==> src/rtl/dram_wrq_pkg.sv <==
// Shared sizing and types for the DRAM write-data queue.
// DRAM_WRQ_PARITY_EN adds one stored parity bit per lane.
package dram_wrq_pkg;

    localparam int unsigned DEF_DATA_W    = 64;
    localparam int unsigned DEF_NUM_LANES = 4;
    localparam int unsigned DEF_DEPTH     = 16;
    localparam int unsigned MAX_LANES     = 8;

`ifdef DRAM_WRQ_PARITY_EN
    localparam int unsigned PAR_W = 1;
`else
    localparam int unsigned PAR_W = 0;
`endif

    localparam int unsigned LANE_IDX_W = $clog2(MAX_LANES);

    typedef logic [LANE_IDX_W-1:0] lane_idx_t;

endpackage

==> src/rtl/dram_wrq_lane_ram.sv <==
// One lane of the write queue: flop array, synchronous write, asynchronous read.
module dram_wrq_lane_ram #(
    parameter int unsigned W     = 64,
    parameter int unsigned DEPTH = 16,
    parameter int unsigned AW    = $clog2(DEPTH)
) (
    input  logic          clk,
    input  logic          we,
    input  logic [AW-1:0] waddr,
    input  logic [W-1:0]  wdata,
    input  logic [AW-1:0] raddr,
    output logic [W-1:0]  rdata
);

    logic [W-1:0] mem [DEPTH];

    always_ff @(posedge clk) begin
        if (we) begin
            mem[waddr] <= wdata;
        end
    end

    assign rdata = mem[raddr];

endmodule

==> src/rtl/dram_wrq_buf.sv <==
// DRAM write-data queue: assembles lane beats into entries, in-order valid/ready pop.
// Optional per-lane parity when DRAM_WRQ_PARITY_EN is defined.
module dram_wrq_buf
    import dram_wrq_pkg::*;
#(
    parameter int unsigned DATA_W    = DEF_DATA_W,
    parameter int unsigned NUM_LANES = DEF_NUM_LANES,
    parameter int unsigned DEPTH     = DEF_DEPTH,
    parameter int unsigned AW        = $clog2(DEPTH)
) (
    input  logic                        clk,
    input  logic                        rst,
    input  logic                        wr_valid,
    output logic                        wr_ready,
    input  logic [DATA_W-1:0]           wr_data,
    input  logic                        wr_abort,
    input  logic [NUM_LANES-1:0]        wr_par_inv,
    output logic                        wr_partial,
    output logic                        rd_valid,
    input  logic                        rd_ready,
    output logic [NUM_LANES*DATA_W-1:0] rd_data,
    output logic [NUM_LANES-1:0]        rd_par_err,
    output logic                        par_err_sticky,
    output logic [AW:0]                 count,
    output logic                        full
);

    localparam int unsigned LW = DATA_W + PAR_W;

    logic [AW-1:0] wr_ptr, wr_ptr_nxt;
    logic [AW-1:0] rd_ptr, rd_ptr_nxt;
    logic [AW:0]   count_nxt;
    lane_idx_t     beat, beat_nxt;
    logic          full_nxt;
    logic          sticky_nxt;

    logic wr_acc;
    logic last_beat;
    logic commit;
    logic pop;

    assign wr_ready   = !full;
    assign wr_partial = (beat != '0);
    assign rd_valid   = (count != '0);
    assign wr_acc     = wr_valid && wr_ready && !wr_abort;
    assign last_beat  = (beat == lane_idx_t'(NUM_LANES - 1));
    assign commit     = wr_acc && last_beat;
    assign pop        = rd_valid && rd_ready;

    // State register.
    always_ff @(posedge clk) begin
        if (rst) begin
            wr_ptr         <= '0;
            rd_ptr         <= '0;
            count          <= '0;
            beat           <= '0;
            full           <= 1'b0;
            par_err_sticky <= 1'b0;
        end else begin
            wr_ptr         <= wr_ptr_nxt;
            rd_ptr         <= rd_ptr_nxt;
            count          <= count_nxt;
            beat           <= beat_nxt;
            full           <= full_nxt;
            par_err_sticky <= sticky_nxt;
        end
    end

    // Next-state: abort wins over a same-cycle beat and rewinds assembly to lane 0.
    always_comb begin
        wr_ptr_nxt = wr_ptr;
        rd_ptr_nxt = rd_ptr;
        count_nxt  = count;
        beat_nxt   = beat;
        sticky_nxt = par_err_sticky;

        if (wr_abort) begin
            beat_nxt = '0;
        end else if (wr_acc) begin
            if (last_beat) begin
                beat_nxt   = '0;
                wr_ptr_nxt = wr_ptr + AW'(1);
            end else begin
                beat_nxt = beat + lane_idx_t'(1);
            end
        end

        if (pop) begin
            rd_ptr_nxt = rd_ptr + AW'(1);
        end

        if (commit && !pop) begin
            count_nxt = count + (AW+1)'(1);
        end else if (!commit && pop) begin
            count_nxt = count - (AW+1)'(1);
        end

        if (pop && (|rd_par_err)) begin
            sticky_nxt = 1'b1;
        end

        full_nxt = (count_nxt == (AW+1)'(DEPTH));
    end

`ifndef DRAM_WRQ_PARITY_EN
    logic unused_par_inv;
    assign unused_par_inv = ^wr_par_inv;
`endif

    for (genvar k = 0; k < NUM_LANES; k++) begin : g_lane
        logic          lane_we;
        logic [LW-1:0] lane_wdata;
        logic [LW-1:0] lane_rdata;

        assign lane_we = wr_acc && (beat == lane_idx_t'(k));

`ifdef DRAM_WRQ_PARITY_EN
        // Lane k is only written when beat==k, so wr_par_inv[k] is the written lane's bit.
        assign lane_wdata    = {(^wr_data) ^ wr_par_inv[k], wr_data};
        assign rd_par_err[k] = rd_valid && ((^lane_rdata[DATA_W-1:0]) != lane_rdata[DATA_W]);
`else
        assign lane_wdata    = wr_data;
        assign rd_par_err[k] = 1'b0;
`endif

        dram_wrq_lane_ram #(
            .W     (LW),
            .DEPTH (DEPTH),
            .AW    (AW)
        ) u_ram (
            .clk   (clk),
            .we    (lane_we),
            .waddr (wr_ptr),
            .wdata (lane_wdata),
            .raddr (rd_ptr),
            .rdata (lane_rdata)
        );

        assign rd_data[k*DATA_W +: DATA_W] = rd_valid ? lane_rdata[DATA_W-1:0] : '0;
    end

endmodule
==> config.mk <==
export PLATFORM = sky130hd
export DESIGN_NAME = dram_wrq_buf
export DESIGN_NICKNAME = d
export VERILOG_FILES = /design/src/rtl/dram_wrq_pkg.sv /design/src/rtl/dram_wrq_lane_ram.sv /design/src/rtl/dram_wrq_buf.sv
export SDC_FILE = /design/constraint.sdc
export NUM_CORES = 2
export LEC_CHECK = 0
export CORE_ASPECT_RATIO = 1.4
export CORE_MARGIN = 2
export CORE_UTILIZATION = 45
export CTS_CLUSTER_DIAMETER = 60
export DETAILED_ROUTE_END_ITERATION = 8
export GPL_ROUTABILITY_DRIVEN = 0
export GPL_TIMING_DRIVEN = 0
export PLACE_DENSITY = 0.68
export SLEW_MARGIN = 0
export SYNTH_ARGS = -nofsm -noshare
export SYNTH_HDL_FRONTEND = slang
export SYNTH_SLANG_ARGS = --single-unit
==> constraint.sdc <==
create_clock -name clk -period 15.8 [get_ports clk]
set_input_delay 3.16 -clock clk [delete_from_list [all_inputs] [get_ports clk]]
set_output_delay 3.16 -clock clk [all_outputs]
set_load 0.005 [all_outputs]
== Yosys cells after proc, flatten, opt, wreduce, memory -nomap -nowiden ==
Memory sizes are Yosys's and may differ from the RTL's. A register that Yosys moved wholly into a read port is not among the register bits.
Index checks and enable logic that the tools add are counted.

* Bits in registers: 17
* Bits in writable memories: 4096
* Input bits: 73
* Output and inout port bits: 270
* Logic and storage cells: 60
* Memories kept: 4

{| class="wikitable"
|+ Memories
! name !! words !! width !! read ports !! clocked after memory_dff !! wr ports !! line !! source
|-
| g_lane[0].u_ram.mem || 16 || 64 || 1 || 1 || 1 || dram_wrq_lane_ram.sv:15 || <nowiki>logic [W-1:0] mem [DEPTH];</nowiki>
|-
| g_lane[1].u_ram.mem || 16 || 64 || 1 || 1 || 1 || dram_wrq_lane_ram.sv:15 ||
|-
| g_lane[2].u_ram.mem || 16 || 64 || 1 || 1 || 1 || dram_wrq_lane_ram.sv:15 ||
|-
| g_lane[3].u_ram.mem || 16 || 64 || 1 || 1 || 1 || dram_wrq_lane_ram.sv:15 ||
|}

* Add/sub/neg operators: 5
* Equal/unequal tests: 4
* Muxes and demuxes: 23
* Bitwise logic cells: 1
* Reductions and logical operators: 18

{| class="wikitable"
|+ Operators by type and width
! cell !! count
|-
| $mux W64 || 4
|-
| $mux W4 || 8
|-
| $mux W5 || 2
|-
| $logic_and A1 B1 Y1 || 9
|-
| $add A4 B1 Y4 const B || 2
|-
| $mux W1 || 8
|-
| $eq A3 B2 Y1 const B || 2
|-
| $add A5 B1 Y5 const B || 1
|-
| $eq A5 B5 Y1 const B || 1
|-
| $reduce_bool A5 Y1 || 1
|-
| $sub A5 B1 Y5 const B || 1
|-
| $logic_not A1 Y1 || 4
|-
| $add A3 B1 Y3 const B || 1
|-
| $eq A3 B1 Y1 const B || 1
|-
| $logic_not A3 Y1 || 1
|-
| $mux W3 || 1
|-
| $reduce_and A3 Y1 || 1
|-
| $reduce_bool A3 Y1 || 1
|-
| $reduce_or A2 Y1 || 1
|-
| $not A1 Y1 || 1
|}

== Longest topological paths before layout ==
* Depth after elaboration: 9
* Gate-level depth with buffers: 8
* Depth with buffers taken out: 8

== Modules after synthesis ==
Synthesis repeated with hierarchy kept, for this count alone.

* Cells, all modules: 6731
* Area, all modules: 155929.5 um^2

{| class="wikitable"
|+ By module, submodules not included
! module !! times used !! cells each !! area an instance (um^2) !! seq. area each (um^2)
|-
| dram_wrq_lane_ram || 4 || 1583 || 38300.5 || 30749.5
|-
| dram_wrq_buf || 1 || 399 || 2727.6 || 340.3
|}

== Least setup slack after synthesis ==
OpenSTA, ideal clock, no wires.

* Path type: input -> register
* Start: input port wr_abort
* End: memory g_lane[3].u_ram.mem[0][0], enable pin
* Arrival time: 6.688 ns
* Setup slack: 8.625 ns
* Stages: 4
* Buffers on the path: 1
* Cells stage by stage: nor4b_2 -> nand2_1 -> clkbuf_1 -> nor2_1

* Cells in the longest elaborated chain, start to end: 5

{| class="wikitable"
|+ RTL lines
! element !! line !! source
|-
| from (decl) || dram_wrq_buf.sv:16 || <nowiki>input logic wr_abort,</nowiki>
|-
| $logic_not A1 Y1 || dram_wrq_buf.sv:45 || <nowiki>assign wr_acc = wr_valid && wr_ready && !wr_abort;</nowiki>
|-
| $logic_and A1 B1 Y1 || dram_wrq_buf.sv:45 ||
|-
| $logic_and A1 B1 Y1 || dram_wrq_buf.sv:115 || <nowiki>assign lane_we = wr_acc && (beat == lane_idx_t'(k));</nowiki>
|-
| $mux W1 || dram_wrq_lane_ram.sv:18 || <nowiki>if (we) begin</nowiki>
|-
| $mux W1 (not written as such) || dram_wrq_lane_ram.sv:19 || <nowiki>mem[waddr] <= wdata;</nowiki>
|-
| to (decl) || dram_wrq_lane_ram.sv:15 ||
|}

No other way between the ends.

==> out/results.ini <==
[run_status]
status = complete, no violations

[worst_setup_path]
worst_ep_arrival_time_ps = 5410
startpoint_type = register
end_kind = primary output
path_cells = buf_2, buf_2, clkbuf_2, clkbuf_1, mux4_2, mux4_2, and2_1, clkdlybuf4s50_1
r2r_start = beat[0]
crit_type = reg2out
r2r_cells = 10
r2r_setup_slack_ps = 11780
r2r_end = g_lane[0].u_ram.mem[13][43]
crit_family = buffers and inverters
critPathRequiredTime_ps = 12640
path_buf_inv = 5
cpPeakStageDelay_ps = 800
cp_max_fo = 10
cpMaxStageDelayCell = clkbuf_1

[worst_hold_path]
worstHoldStart = beat[2]
worstHoldPathCells = 2
worstHoldEndpoint = beat[2]
hp-class = reg2reg

[place]
io_buffers = 332
dp_hpwl_um = 267000
placed_cell_area_mm2 = 0.171
place_ws_ps = 8140
place_inst = 11400

[clocking]
cts_tree = done
cts.path.max_buffers = 4
post_cts_buffers = 0
h-tree-depth = 5
cts_resized = 0
ctsRootBufferMaster = clkbuf_16
cts_hold_buf = 0
insertion_delay_ps = 940
clkTransAtPathRegs_ps = 70
cts.sinks = 4117
numCtsBuffers = 377

[floorplanning]
die_w_um = 502
dieArea_mm2 = 0.352
start_util_pct = 45.1
die_h_um = 702
row_count = 256
ios = 343
core_mm2 = 0.347

[layout]
synthToLayoutAreaGrowth_pct = 17.1
final_layout_size_suffix_gt1_share_pct = 31.3
finalInstanceArea_mm2 = 0.183
layout.cells.non_filler = 12100
fill_cells = 25800
fin_nets = 7212

[pwr]
ir_worst_vdd_mv = 0.0999
p_per_area_mw_per_mm2 = 139
cellLeakagePower_uw = 0.0550

[global_routing]
grt_pass1_wl_um = 566000
grtUsageTotal_pct = 22.9
gr-total-overflow = 0
first_global_vias = 75100
antenna_found_initial = 56
grt_max_degree = 65

[timing]
layout_min_cycle_time_ps = 8570
finalClockSkew_ps = 58.1
whs_ps = 496
final-hold-violation-count = 0
max_freq_ghz = 0.117
final_max_slew_viol_count = 0
rsz0062_at_grt = false
finalCritPeriodShare_pct = 54.3
slew_headroom_pct = 13.9
setup-tns-final_ps = 0
setup_slack_ps = 7230
tightest_slew_ps = 1290
setup_viol = 0

[drt]
dr.first_iter.drc_count = 9206
wirelength_um = 404000
drtPass1Iterations = 6
post_drt_wl_per_cell_um = 33.4
ant_nets = 0
via_count = 72300
viasPerCell = 5.96
drc_errors = 0

[synth]
syn-instance-count = 6164
synth_top_area_share_pct = 78.6
ys_types = 39
synthTopCellsByArea = edfxtp_1 79%, mux4_2 18%, and2_1 1.0%
avgSynthCellArea_um2 = 25.4
netlist_area_mm2 = 0.156
ys_seq_area_share_pct = 78.9
synth_top_area_cell = edfxtp_1
ys_ff_latch = 4117
ys_warn_count = 0

[job]
drv_cap = 0

[worst register-to-register path, cell delays in order, from the launching register on]
cell,delay (ps)
dfxtp_1,330
inv_1,120
ha_1,180
nand2b_1,90
or3_1,450
clkbuf_1,370
clkbuf_1,570
nor2_4,850
buf_16,280
buf_12,240
buf_12,220
[final cells by class]
| class | instances | area [um2] | share of cell area [%] |
|---|---|---|---|
| tap | 4644 | 5810 | 3.17 |
| buffer | 327 | 1660 | 0.903 |
| timing repair buffer | 581 | 8300 | 4.53 |
| clock inverter | 221 | 2110 | 1.15 |
| sequential | 4117 | 123000 | 67.3 |
| clock buffer | 460 | 9940 | 5.42 |
| inverter | 11 | 41.3 | 0.0225 |
| multi-input combinational | 1713 | 31900 | 17.4 |
| antenna | 46 | 115 | 0.0628 |
[worst max path at each step]
stage | from | endpoint | slack, ps | cells past startpoint
after CTS | register | rd_data[187] | 7170 | 8
after detailed placement | register | rd_data[185] | 8140 | 8
after global placement | wr_valid | g_lane[2].u_ram.mem[10][39] | 3940 | 5
after global routing | register | rd_data[187] | 7230 | 8
after floorplan | wr_abort | g_lane[3].u_ram.mem[0][0] | 8630 | 4
final | register | rd_data[185] | 7230 | 8
[sequential cells by signal (all words and copies together) (netlist names), named ones only]
signal,cells
full,1
g_lane.u_ram.mem,4096
rd_ptr,4
beat,3
wr_ptr,4
count,5
[synthesized netlist by cell type]
library cell / n
and4bb_1: 1
a32oi_1: 1
nor3_1: 1
buf_4: 15
nor2_1: 77
mux4_1: 3
clkbuf_1: 184
nand2_1: 27
edfxtp_1: 4096
inv_1: 10
or4b_1: 1
nand4_1: 1
a211oi_1: 3
o21ai_0: 3
nor4b_1: 1
nor4b_2: 1
o211ai_1: 2
o22ai_1: 1
conb_1: 1
nand3_1: 10
buf_1: 22
xor2_1: 6
a21oi_1: 8
ha_1: 11
buf_6: 33
buf_2: 73
and3_1: 1
and2_1: 257
nand2b_1: 1
dfxtp_1: 21
mux2i_1: 2
xnor2_1: 2
inv_2: 1
a311oi_1: 1
nor2b_1: 4
mux4_2: 1277
a2bb2oi_1: 1
or3_1: 3
a31o_1: 1
[power by group]
part | switching, uW | total [uW] | internal, uW
clock network | 3950 | 9050 | 5100
logic | 2290 | 4470 | 2180
registers | 12.9 | 12000 | 12000
total | 6250 | 25500 | 19300
[placed cells by master (no fill, tap or decap), drive strengths merged, types with 2 or more instances in the layout]
master,count
edfxtp,4096
mux4,1280
clkbuf,644
buf,456
clkdlybuf4s50,268
and2,257
clkinv,157
nor2,77
diode,46
bufinv,38
nand2,27
inv,23
dfxtp,21
clkinvlp,14
ha,11
nand3,10
a21oi,8
xor2,6
conb,5
nor2b,4
or3,3
o21ai,3
a211oi,3
xnor2,2
o211ai,2
mux2i,2
nor4b,2
[stage by stage]
| step | total power [uW] | utilization [%] |
|---|---|---|
| 2_1_floorplan | 14500 | - |
| 3_3_place_gp | 16800 | 47.8 |
| 3_5_place_dp | 16800 | 49.4 |
| 4_1_cts | 25800 | 52.8 |
| 5_1_grt | 26300 | 52.9 |
| 6_report | 25500 | 52.9 |
[kinds of logic after synthesis]
| family | after synthesis | share of synthesized area [%] |
|---|---|---|
| adders and majority gates | 11 | 0.0880 |
| xor gates and xnor gates | 8 | 0.0448 |
| other | 1 | 0.00240 |
| and+or+nand+nor | 386 | 1.38 |
| muxes | 1282 | 18.4 |
| buffers and inverters | 338 | 1.06 |
| DFF | 4117 | 78.9 |
| AOI/OAI and AO/OA | 21 | 0.0856 |
[layer usage]
| layer | vias to the layer above | share of wire [%] | global-route usage (%) |
|---|---|---|---|
| met5 | - | 0.029 | 0 |
| met3 | 700 | 8.2 | 3.64 |
| met2 | 3690 | 52 | 39.8 |
| met1 | 39200 | 35 | 28.5 |
| met4 | 20 | 4.6 | 9.79 |
| li1 | 28700 | - | - |
(Power assumes the default switching activity.)
